## src/rtl/adc_frame_packer.sv

```systemverilog
// rtl/adc_frame_packer.sv - packs one ADC channel's samples two per 32-bit word, framed by header/trailer words.
// The ADC cannot stall, so a write that meets fifo_full is dropped and flagged rather than held back.
module adc_frame_packer #(
  parameter int ADC_W = 14,
  parameter int FRM_W = 16
) (
  input  logic             CLK,
  input  logic             rst_n,
  input  logic             frame_arm,
  input  logic             adc_dat_valid,
  input  logic [ADC_W-1:0] adc_dat,
  input  logic [15:0]      samp_per_row,
  input  logic [9:0]       num_row,
  input  logic             fifo_full,
  input  logic             clr_err,
  output logic             fifo_wr_en,
  output logic [31:0]      fifo_din,
  output logic             busy,
  output logic             frame_done,
  output logic [2:0]       err
);

  typedef enum logic [1:0] {S_IDLE, S_HDR, S_DATA, S_TRL} state_t;

  state_t           r_state;
  state_t           w_state_nxt;
  logic [FRM_W-1:0] r_frame_cnt;
  logic [15:0]      r_samp_cnt;
  logic [9:0]       r_row_cnt;
  logic             r_half_sel;
  logic [15:0]      r_held;

  logic [15:0] w_samp;
  logic [15:0] w_frm16;
  logic [15:0] w_spr_m1;
  logic [9:0]  w_nr_m1;
  logic        w_last_samp;
  logic        w_last_row;
  logic        w_take;
  logic        w_wr_due;
  logic [31:0] w_wr_data;
  logic        w_done_due;
  logic [2:0]  w_err_set;

  assign w_samp      = 16'(adc_dat);
  assign w_frm16     = 16'(r_frame_cnt);
  // A programmed count of zero behaves like one.
  assign w_spr_m1    = (samp_per_row == 16'd0) ? 16'd0 : samp_per_row - 16'd1;
  assign w_nr_m1     = (num_row == 10'd0) ? 10'd0 : num_row - 10'd1;
  assign w_last_samp = (r_samp_cnt == w_spr_m1);
  assign w_last_row  = (r_row_cnt == w_nr_m1);
  assign w_take      = (r_state == S_DATA) && adc_dat_valid;
  assign busy        = (r_state != S_IDLE);

  always_ff @(posedge CLK or negedge rst_n) begin
    if (!rst_n) r_state <= S_IDLE;
    else        r_state <= w_state_nxt;
  end

  always_comb begin
    w_state_nxt = r_state;
    w_wr_due    = 1'b0;
    w_wr_data   = 32'h0;
    w_done_due  = 1'b0;
    case (r_state)
      S_IDLE: if (frame_arm) w_state_nxt = S_HDR;
      S_HDR: begin
        w_wr_due    = 1'b1;
        w_wr_data   = {16'hF00D, w_frm16};
        w_state_nxt = S_DATA;
      end
      S_DATA: begin
        if (adc_dat_valid) begin
          if (w_last_samp) begin
            w_wr_due  = 1'b1;
            w_wr_data = r_half_sel ? {w_samp, r_held} : {16'h0000, w_samp};
            if (w_last_row) w_state_nxt = S_TRL;
          end else if (r_half_sel) begin
            w_wr_due  = 1'b1;
            w_wr_data = {w_samp, r_held};
          end
        end
      end
      S_TRL: begin
        w_wr_due    = 1'b1;
        w_wr_data   = {16'hE0F0, w_frm16};
        w_done_due  = 1'b1;
        w_state_nxt = S_IDLE;
      end
      default: w_state_nxt = S_IDLE;
    endcase
  end

  assign w_err_set = {adc_dat_valid && (r_state != S_DATA),
                      frame_arm && (r_state != S_IDLE),
                      w_wr_due && fifo_full};

  always_ff @(posedge CLK or negedge rst_n) begin
    if (!rst_n) begin
      r_frame_cnt <= '0;
      r_samp_cnt  <= 16'd0;
      r_row_cnt   <= 10'd0;
      r_half_sel  <= 1'b0;
      r_held      <= 16'd0;
    end else begin
      if ((r_state == S_IDLE) && frame_arm) begin
        r_samp_cnt <= 16'd0;
        r_row_cnt  <= 10'd0;
        r_half_sel <= 1'b0;
      end
      if (w_take) begin
        if (w_last_samp) begin
          r_samp_cnt <= 16'd0;
          r_half_sel <= 1'b0;
          r_row_cnt  <= r_row_cnt + 10'd1;
        end else begin
          r_samp_cnt <= r_samp_cnt + 16'd1;
          r_half_sel <= ~r_half_sel;
          if (!r_half_sel) r_held <= w_samp;
        end
      end
      if (r_state == S_TRL) r_frame_cnt <= r_frame_cnt + 1'b1;
    end
  end

  // Dropped words still count as written: only the strobe is suppressed.
  always_ff @(posedge CLK or negedge rst_n) begin
    if (!rst_n) begin
      fifo_wr_en <= 1'b0;
      fifo_din   <= 32'h0;
      frame_done <= 1'b0;
      err        <= 3'b000;
    end else begin
      fifo_wr_en <= w_wr_due && !fifo_full;
      if (w_wr_due && !fifo_full) fifo_din <= w_wr_data;
      frame_done <= w_done_due;
      err        <= (clr_err ? 3'b000 : err) | w_err_set;
    end
  end

endmodule

```

## config.mk

```make
export PLATFORM = sky130hd
export DESIGN_NAME = adc_frame_packer
export DESIGN_NICKNAME = d
export VERILOG_FILES = /design/src/rtl/adc_frame_packer.sv
export SDC_FILE = /design/constraint.sdc
export NUM_CORES = 1
export LEC_CHECK = 0
export BUFFER_PORTS_ARGS = -buffer_cell sky130_fd_sc_hd__buf_2
export CORE_UTILIZATION = 54
export CTS_BUF_LIST = sky130_fd_sc_hd__clkbuf_8
export DETAILED_ROUTE_END_ITERATION = 16
export PLACE_DENSITY_LB_ADDON = 0.2
export SYNTH_ARGS = -nofsm -noshare
export SYNTH_HDL_FRONTEND = slang
export SYNTH_SLANG_ARGS = --single-unit
```

## constraint.sdc

```tcl
create_clock -name CLK -period 2.4 [get_ports CLK]
set_input_delay 0.72 -clock CLK [delete_from_list [all_inputs] [get_ports CLK]]
set_output_delay 0.72 -clock CLK [all_outputs]
set_load 0.03 [all_outputs]
```

==> results of run 1 <==
## worst paths after layout
path,from,endpoint,slack (ns),cells past startpoint
worst max-delay path,samp_per_row[7],r_held[10]$_DFFE_PN0P_,-1.05,12
max in group asynchronous,rst_n,r_row_cnt[4]$_DFF_PN0_,1.45,2
worst min register to register,r_frame_cnt[8]$_DFFE_PN0P_,r_frame_cnt[8]$_DFFE_PN0P_,0.50,1
worst min-delay path,rst_n,r_held[3]$_DFFE_PN0P_,0.28,1
min in group CLK,r_frame_cnt[8]$_DFFE_PN0P_,r_frame_cnt[8]$_DFFE_PN0P_,0.50,1
worst max register to register,r_samp_cnt[3]$_DFFE_PN0P_,r_held[10]$_DFFE_PN0P_,-0.18,11
## where the power goes
part           internal, mW  leakage (nW)  switching, mW
registers              1.98          1.26          0.267
clock network         0.493        0.0996          0.603
logic                  1.06          2.11           1.51
total                  3.53          3.47           2.38
## layout by cell type, fill, tap and decap left out, drive strengths merged, types with 3 or more instances in the layout
cell,Yosys,final
a211o,3,3
a21o,12,12
a21oi,16,16
a22o,21,21
a2bb2oi,3,3
a31oi,24,24
and2,4,4
and3,19,19
buf,12,170
clkbuf,12,11
dfrtp,95,95
ha,9,9
inv,51,54
mux2,16,16
mux2i,38,38
nand2,34,34
nand2b,5,5
nand3,20,20
nand4,7,7
nor2,23,23
nor2b,6,6
nor3,16,16
nor3b,13,13
nor4,12,12
nor4b,3,3
o21ai,35,35
or3,3,3
or4,7,7
xnor2,19,19
xor2,17,17
## cell usage after synthesis (2+ instances only)
master | count | area, sq um
nand3_1 | 20 | 100.1
and2_1 | 4 | 25.02
o21ai_1 | 5 | 25.02
xor2_1 | 17 | 148.9
nand4_1 | 7 | 43.79
nor2_1 | 23 | 86.33
o21ai_0 | 30 | 150.1
a21o_1 | 12 | 90.09
buf_2 | 6 | 30.03
nor2b_1 | 6 | 37.54
buf_8 | 2 | 30.03
a221oi_1 | 2 | 17.52
nor3b_1 | 13 | 97.59
nor4_1 | 10 | 62.56
mux2i_1 | 38 | 380.4
a211oi_1 | 2 | 15.01
nor4_2 | 2 | 25.02
o32ai_1 | 2 | 17.52
nor3_1 | 15 | 75.07
ha_1 | 9 | 112.6
a22o_1 | 21 | 183.9
clkbuf_1 | 12 | 45.04
mux2_2 | 6 | 67.56
nand2_1 | 34 | 127.6
o22a_1 | 2 | 17.52
o311ai_0 | 2 | 17.52
buf_4 | 3 | 22.52
or3_1 | 2 | 12.51
a2bb2oi_1 | 3 | 26.28
or4_1 | 5 | 37.54
dfrtp_1 | 95 | 2377
a211o_1 | 3 | 26.28
inv_1 | 50 | 187.7
a21oi_1 | 16 | 80.08
o22ai_1 | 2 | 12.51
a31oi_1 | 24 | 150.1
or4_4 | 2 | 22.52
xnor2_1 | 19 | 166.4
and3_1 | 19 | 118.9
nor4b_1 | 2 | 17.52
nand2b_1 | 5 | 31.28
o21bai_1 | 2 | 15.01
mux2_1 | 10 | 112.6
## area by class of cell
class | count | area [sq um]
sequential | 95 | 2377
tap | 133 | 166.4
multi-input combinational | 412 | 3042
inverter | 52 | 200.2
timing repair buffer | 172 | 1199
clock buffer | 9 | 123.9
clock inverter | 7 | 77.57
fill | 760 | 2769
## cells by family after synthesis
family,count (synthesis),share of synthesized area
buffers and inverters,76,0.05995
muxes,54,0.09911
xor gates and xnor gates,37,0.05973
AOI/OAI and AO/OA,136,0.1635
and+or+nand+nor,176,0.1774
adders and majority gates,9,0.01991
DFF,95,0.4204
## metal layers
layer,track usage,wire [um],vias to the layer above
met5,0,0,-
met4,0.1071,344,0
met3,0.05827,775,32
met2,0.4882,7472,169
met1,0.3366,6177,2545
li1,-,-,2433
## timing repair
item | CTS | global route
pin swaps | 2 | 2
setup endpoints to repair | 76 | 77
gates cloned | 0 | 2
gates resized for setup | 13 | 12
setup buffers | 2 | 1
## worst register-to-register path, cell delays in order, from the launching register on
cell,delay (ns)
dfrtp_1,0.45
o31a_1,0.16
o32ai_1,0.07
a221oi_1,0.25
a21oi_1,0.07
a211oi_1,0.26
nand4_1,0.18
buf_4,0.18
o21bai_2,0.17
nand2b_4,0.20
clkbuf_16,0.18
mux2_4,0.30
## metrics by stage
stage	TNS [ns]	util
finish	-72.94	0.7218
global route	-80.13	0.7218
floorplan	-82.07	-
detailed placement	-104.26	0.6834
global placement	-99.66	0.6834
CTS	-70.24	0.7109
## state kept, by name, summed over array words and instances (netlist names)
| name | flops |
|---|---|
| err | 3 |
| fifo_din | 31 |
| fifo_wr_en | 1 |
| frame_done | 1 |
| r_frame_cnt | 16 |
| r_half_sel | 1 |
| r_held | 14 |
| r_row_cnt | 10 |
| r_samp_cnt | 16 |
| r_state | 2 |
==> metrics.md, run 1 <==
| Metric | Value |
|---|---|
| Crit Path Max Fanout | `7` |
| Critical path type | `input pin to register` |
| Drt wl/cell | `16.78 um` |
| Post-Route WL | `14770 um` |
| Yosys warnings | `0` |
| GR Util All Layers | `0.2796` |
| Rows | `36` |
| Status | `finished, violations left` |
| First-pass GRT wire length | `24380 um` |
| Root buffer cell | `clkbuf_8` |
| Worst slew margin | `0.6816` |
| Max-slew violation count | `0` |
| Placement Cell Area | `0.006803 sq mm` |
| Antenna Nets Post-Route | `0` |
| Worst path buffer plus inverter count | `3` |
| Data required, critical path | `approximately 2.7 ns` |
| #FFs+latches synth | `95` |
| Final Hold Fails | `0` |
| Post-synth EDFFs | `0` |
| Power Density | `823.0 mW/mm^2` |
| Final Instance Count excl. Fillers | `880` |
| Die Y | `between 100 and 150 um` |
| Cts hold-fix bufs | `0` |
| Leak | `roughly 3.5 nW` |
| Setup WS pre-CTS | `-1.454 ns` |
| Die ar. | `0.01089 sq mm` |
| Max incr delay on CP | `0.54 ns` |
| Clock Pin Slew Worst Setup and Hold Paths | `0.10 ns` |
| Seq/Total Area, Yosys | `0.4204` |
| Chip width | `104.3 um` |
| Primary FF master, synth | `dfrtp_1` |
| Mapped Cells | `583` |
| Initial antenna violation count | `0` |
| Netlist cell types | `62` |
| GP Congestion | `0.8966` |
| Critical path's most frequent cell | `or4_4` |
| WHS | `0.2837 ns` |
| Post-Place Cells | `~860` |
| Drt drc | `0` |
| Htree depth | `3` |
| Total Power Consumption | `5.914 mW` |
| CTS Buf Count | `9` |
| Initial Util | `0.5681` |
| Vias per inst | `5.885` |
| Final min period | `3.453 ns` |
| Mean Syn Cell Area | `9.701 sq um` |
| Layout area overhead | `27.06%` |
| Delay-heaviest family, CP | `simple AND/OR/NAND/NOR gates` |
| Top Ports | `84` |
| CORE AREA | `0.009955 sq mm` |
| Crit end category | `register` |
| Antenna Diode Count | `0` |
| DR vias | `5179` |
| Max_cap viols | `0` |
| Violated checks | `negative setup slack` |
| Layout cells sized above 1 | `0.2945` |
| Clock Latency Late Sink | `0.38 ns` |
| CTS Buffer Depth | `2` |
| Final worst slack | `-1.053 ns` |
| Max Clock Freq | `289.6 MHz` |
| Initial DRC Count | `roughly 310` |
| RSZ-0062 raised after global routing | `true` |
| Drt first pass iters | `5` |
| Num Clock Sinks | `95` |
| Crit path DAT | `around 3.7 ns` |
| Hold Crit Class | `input pin to async pin` |
| Final HPWL DP | `10800 um` |
| CTS tree | `built` |
| Syn Nets | `approximately 640` |
| Port Buffers | `83` |
| Vias in the first global route | `around 5200` |
| Fraction of registers with async set/reset | `1.000` |
| Startpoint Class | `input pin` |
| Final #Nets | `797` |
| Worst-Margin Slew | `about 0.48 ns` |
| Largest net degree at the start of global routing | `36` |
| Final setup fails | `76` |
| Synthesized area | `0.005655 sq mm` |
| Period utilisation layout | `1.439` |
| Max VDD drop | `0.4419 mV` |
| Overflow after GRT | `0` |
| Fin Clk Skew | `0.01436 ns` |
| CP cell instances | `buf_6, or4_4, or4_4, or4_4, and3_4, nor4_4, nand4_1, buf_4, o21bai_2, nand2b_4, clkbuf_16, mux2_4` |
| Final instance area | `0.007186 sq mm` |
| Critical-path top delay cell | `or4_4` |
Power figures use the tool's default switching activity.
==> run 2: changes to the inputs <==
--- a/config.mk
+++ b/config.mk
@@ -5,6 +5,7 @@
 export SDC_FILE = /design/constraint.sdc
 export NUM_CORES = 1
 export LEC_CHECK = 0
+export ABC_AREA = 1
 export BUFFER_PORTS_ARGS = -buffer_cell sky130_fd_sc_hd__buf_2
 export CORE_UTILIZATION = 54
 export CTS_BUF_LIST = sky130_fd_sc_hd__clkbuf_8
==> run 2 against run 1 <==
  * The run still ends with negative setup slack left
  * Sequential share of layout area shrank 4.1 points
  * Critical path depth grew 7
  * Combinational power grew 2%
  * Wire length grew 17%
  * Final cell count grew 31%
  * Fmax grew 35%
  * Non-clock buffer count shrank 5
  * Clock-buffer cell count is the same
  * First-iteration DRC count grew 59%
  * Synthesized cell count grew 48%
  * Critical endpoint is now fifo_din[4]$_DFFE_PN0P_
  * Largest cell class unchanged
  * Largest power group unchanged
  * Highest routed layer unchanged
==> metrics.md, run 2 <==
| Metric | Value |
|---|---|
| CTS Buffer Depth | `2 (unchanged)` |
| Delay-heaviest family, CP | `simple AND/OR/NAND/NOR gates` |
| Syn Nets | `917 (+44%)` |
| Die ar. | `0.01169 sq mm (+7.4%)` |
| Rows | `38 (+5.6%)` |
| Critical Path Stages | `19 (+7)` |
| First-pass GRT wire length | `27010 um (+11%)` |
| Vias in the first global route | `5609 (+8.2%)` |
| Total Power Consumption | `5.973 mW (+1.0%)` |
| Area contributors post-synth | `dfrtp_1 39%, nand2_1 15%, nand3_1 8.2%` |
| Netlist cell types | `33 (-47%)` |
| Fraction of registers with async set/reset | `1.000 (unchanged)` |
| Final worst slack | `-0.1637 ns (+0.8891 ns)` |
| Status | `finished, violations left` |
| Synthesized area | `0.006080 sq mm (+7.5%)` |
| Final Hold Fails | `0 (unchanged)` |
| Final core occ | `0.7549 (+0.03304)` |
| WHS | `0.2467 ns (-0.03696 ns)` |
| Most common cell after layout, fill and taps aside | `nand2_1` |
| Worst-Margin Slew | `0.9241 ns (+0.4465 ns)` |
| Critical-path top delay cell | `ha_4` |
| Final setup fails | `61 (-20%)` |
| Clock Pin Slew Worst Setup and Hold Paths | `0.11 ns (about the same)` |
| CTS tree | `built` |
| Violated checks | `negative setup slack` |
| Period utilisation layout | `1.068 (-0.3705)` |
| GR Util All Layers | `0.2957 (+0.01611)` |
| Final min period | `2.564 ns (-0.8891 ns)` |
| Post-Place Cells | `1117 (+30%)` |
| Critical path type | `input pin to register` |
| Post-Route WL | `17330 um (+17%)` |
| #FFs+latches synth | `95 (unchanged)` |
| Fillers | `796 (+4.7%)` |
| Max-slew violation count | `0 (unchanged)` |
| Startpoint Class | `input pin` |
| Worst slew margin | `0.3832 (-0.2983)` |
| Data required, critical path | `2.67 ns (about the same)` |
| Dominant cell type by area after synthesis | `dfrtp_1` |
| Largest net degree at the start of global routing | `45 (+25%)` |
| Drt wl/cell | `15.00 um (-11%)` |
| Top Ports | `84 (unchanged)` |
| Final Instance Count excl. Fillers | `1155 (+31%)` |
| Yosys warnings | `0 (unchanged)` |
| Max VDD drop | `0.5747 mV (+30%)` |
| GP Congestion | `0.8518 (-5.0%)` |
| Most frequent cells after synthesis | `248 x nand2_1, 102 x inv_1, 100 x nand3_1, 95 x dfrtp_1, 78 x nor2_1` |
| Num Clock Sinks | `95 (unchanged)` |
| Max_cap viols | `0 (unchanged)` |
| Mean Syn Cell Area | `7.053 sq um (-27%)` |
| Mapped Cells | `862 (+48%)` |
| Clock Latency Late Sink | `0.38 ns (about the same)` |
| Top flop regs | `fifo_din: 31 flops, r_frame_cnt: 16 flops, r_samp_cnt: 16 flops` |
| Cts hold-fix bufs | `0 (unchanged)` |
| Port Buffers | `83 (unchanged)` |
| Setup_tns | `-5.143 ns (+67.79 ns)` |
| CORE AREA | `0.01089 sq mm (+9.4%)` |
| Vias per inst | `5.452 (-7.4%)` |
| Antenna Diode Count | `0 (unchanged)` |
| Initial DRC Count | `498 (+59%)` |
| Die Y | `108.1 um (+3.6%)` |
| Drt first pass iters | `5 (unchanged)` |
| Final HPWL DP | `11340 um (+5.1%)` |
| Post-synth EDFFs | `0 (unchanged)` |
| Max incr delay on CP | `0.16 ns (-0.38 ns)` |
| Max reg flops | `31 (unchanged)` |
| Layout area overhead | `35.19%` |
| Most frequent cell after synthesis | `nand2_1` |
| Leak | `4.141 nW (+19%)` |
| Chip width | `108.1 um (+3.6%)` |
| Reg2reg path depth | `10 (-1)` |
| Crit path DAT | `2.84 ns (-0.87 ns)` |
| Antenna Nets Post-Route | `0 (unchanged)` |
| Crit Path Max Fanout | `8 (+1)` |
| Htree depth | `3 (unchanged)` |
| Yosys top cell area share | `0.3910 (-0.02933)` |
| Initial antenna violation count | `0 (unchanged)` |
| Final #Nets | `1065 (+34%)` |
| Crit end category | `register` |
| Root buffer cell | `clkbuf_8` |
| CTS Buf Count | `9 (unchanged)` |
| Commonest non-fill, non-tap cells in the layout | `193 x nand2_1, 97 x inv_1, 94 x dfrtp_1, 79 x buf_2, 75 x nand3_1` |
| RSZ-0062 raised after global routing | `true` |
| Drt drc | `0 (unchanged)` |
| Max Clock Freq | `390.1 MHz (+35%)` |
| Reg with most FFs | `fifo_din` |
| Worst path buffer plus inverter count | `6 (+3)` |
| Seq/Total Area, Yosys | `0.3910 (-0.02933)` |
| DR vias | `6297 (+22%)` |
| Initial Util | `0.5584 (-0.009747)` |
| Fin Clk Skew | `0.01506 ns (+0.0007011 ns)` |
| Overflow after GRT | `0 (unchanged)` |
| Hold Crit Class | `input pin to async pin` |
| Layout cells sized above 1 | `0.3172 (+0.02273)` |
| Primary FF master, synth | `dfrtp_1` |
| CP cell instances | `buf_8, clkinvlp_4, ha_4, nand2_4, buf_4, buf_4, inv_1, nand3_1, nand4_1, nand3_1, nor2_2, nand3_2, nand2_2, nand2_4, nand2_8, buf_12, nand2_8, nand2_2, nand2_1` |
| Power Density | `726.8 mW/mm^2 (-12%)` |
==> run 2: layer usage <==
metal | GRT usage | wire length (um) | vias up
li1 | - | - | 3102
met2 | 0.4477 | 7880 | 221
met5 | 0 | 0 | -
met3 | 0.04882 | 1198 | 29
met4 | 0.08219 | 317 | 0
met1 | 0.4358 | 7933 | 2945
==> run 2: final timing paths <==
path / endpoint / from / slack (ns)
setup / recovery: fifo_din[4]$_DFFE_PN0P_ / samp_per_row[0] / -0.16
hold / removal: fifo_din[12]$_DFFE_PN0P_ / rst_n / 0.25
setup reg to reg: r_samp_cnt[13]$_DFFE_PN0P_ / r_samp_cnt[0]$_DFFE_PN0P_ / 0.26
hold reg to reg: r_frame_cnt[15]$_DFFE_PN0P_ / r_frame_cnt[15]$_DFFE_PN0P_ / 0.48
max in group asynchronous: r_frame_cnt[11]$_DFFE_PN0P_ / rst_n / 1.50
min in group CLK: r_frame_cnt[15]$_DFFE_PN0P_ / r_frame_cnt[15]$_DFFE_PN0P_ / 0.48
==> run 2: what timing repair did <==
item,in CTS,in global routing
gates cloned,7,1
pin swaps,8,36
gates resized for setup,64,116
endpoints found under the setup margin,67,77
setup buffers,15,2
hold endpoints to repair,0,0
==> run 2: cell type report <==
| cell class | instances | area, sq um | share of cell area |
|---|---|---|---|
| Inverter | 104 | 396.6 | 0.04826 |
| Clock inverter | 7 | 102.6 | 0.01248 |
| Sequential cell | 95 | 2379 | 0.2894 |
| Multi-Input combinational cell | 633 | 3767 | 0.4584 |
| Timing Repair Buffer | 167 | 1275 | 0.1551 |
| Clock buffer | 9 | 123.9 | 0.01507 |
| Tap cell | 140 | 175.2 | 0.02131 |
==> run 2: kinds of logic (layout without fill, tap and decap cells) <==
family          after synthesis  in the layout  share of synthesized area
simple gates                484            487                     0.3445
buf+inv                     137            287                    0.09735
compound gates               96             96                    0.08952
flops                        95             95                     0.3910
xor+xnor                     41             41                    0.05907
fa+ha+maj                     9              9                    0.01852
==> run 2: through the flow <==
stage	instance area, sq um	worst slack (ns)
final	8219	-0.1637
after global routing	8219	-0.2746
after CTS	7838	-0.1050
after detailed placement	7136	-0.5702
after global placement	7136	-0.4773
after floorplan	6178	-0.1356
==> run 2: worst register-to-register path, delay by kind of cell (launching register included) <==
family / cells / cell delay (ns)
AOI/OAI and AO/OA: 3 / 0.51
buffers and inverters: 1 / 0.11
DFF: 1 / 0.40
and+or+nand+nor: 6 / 1.03
==> run 2: power breakdown <==
group / leakage, nW / total, mW / switching, mW / internal, mW
sequential: 1.28 / 2.20 / 0.279 / 1.92
clock: 0.113 / 1.16 / 0.646 / 0.519
combinational: 2.75 / 2.61 / 1.70 / 0.909
total: 4.14 / 5.97 / 2.63 / 3.35
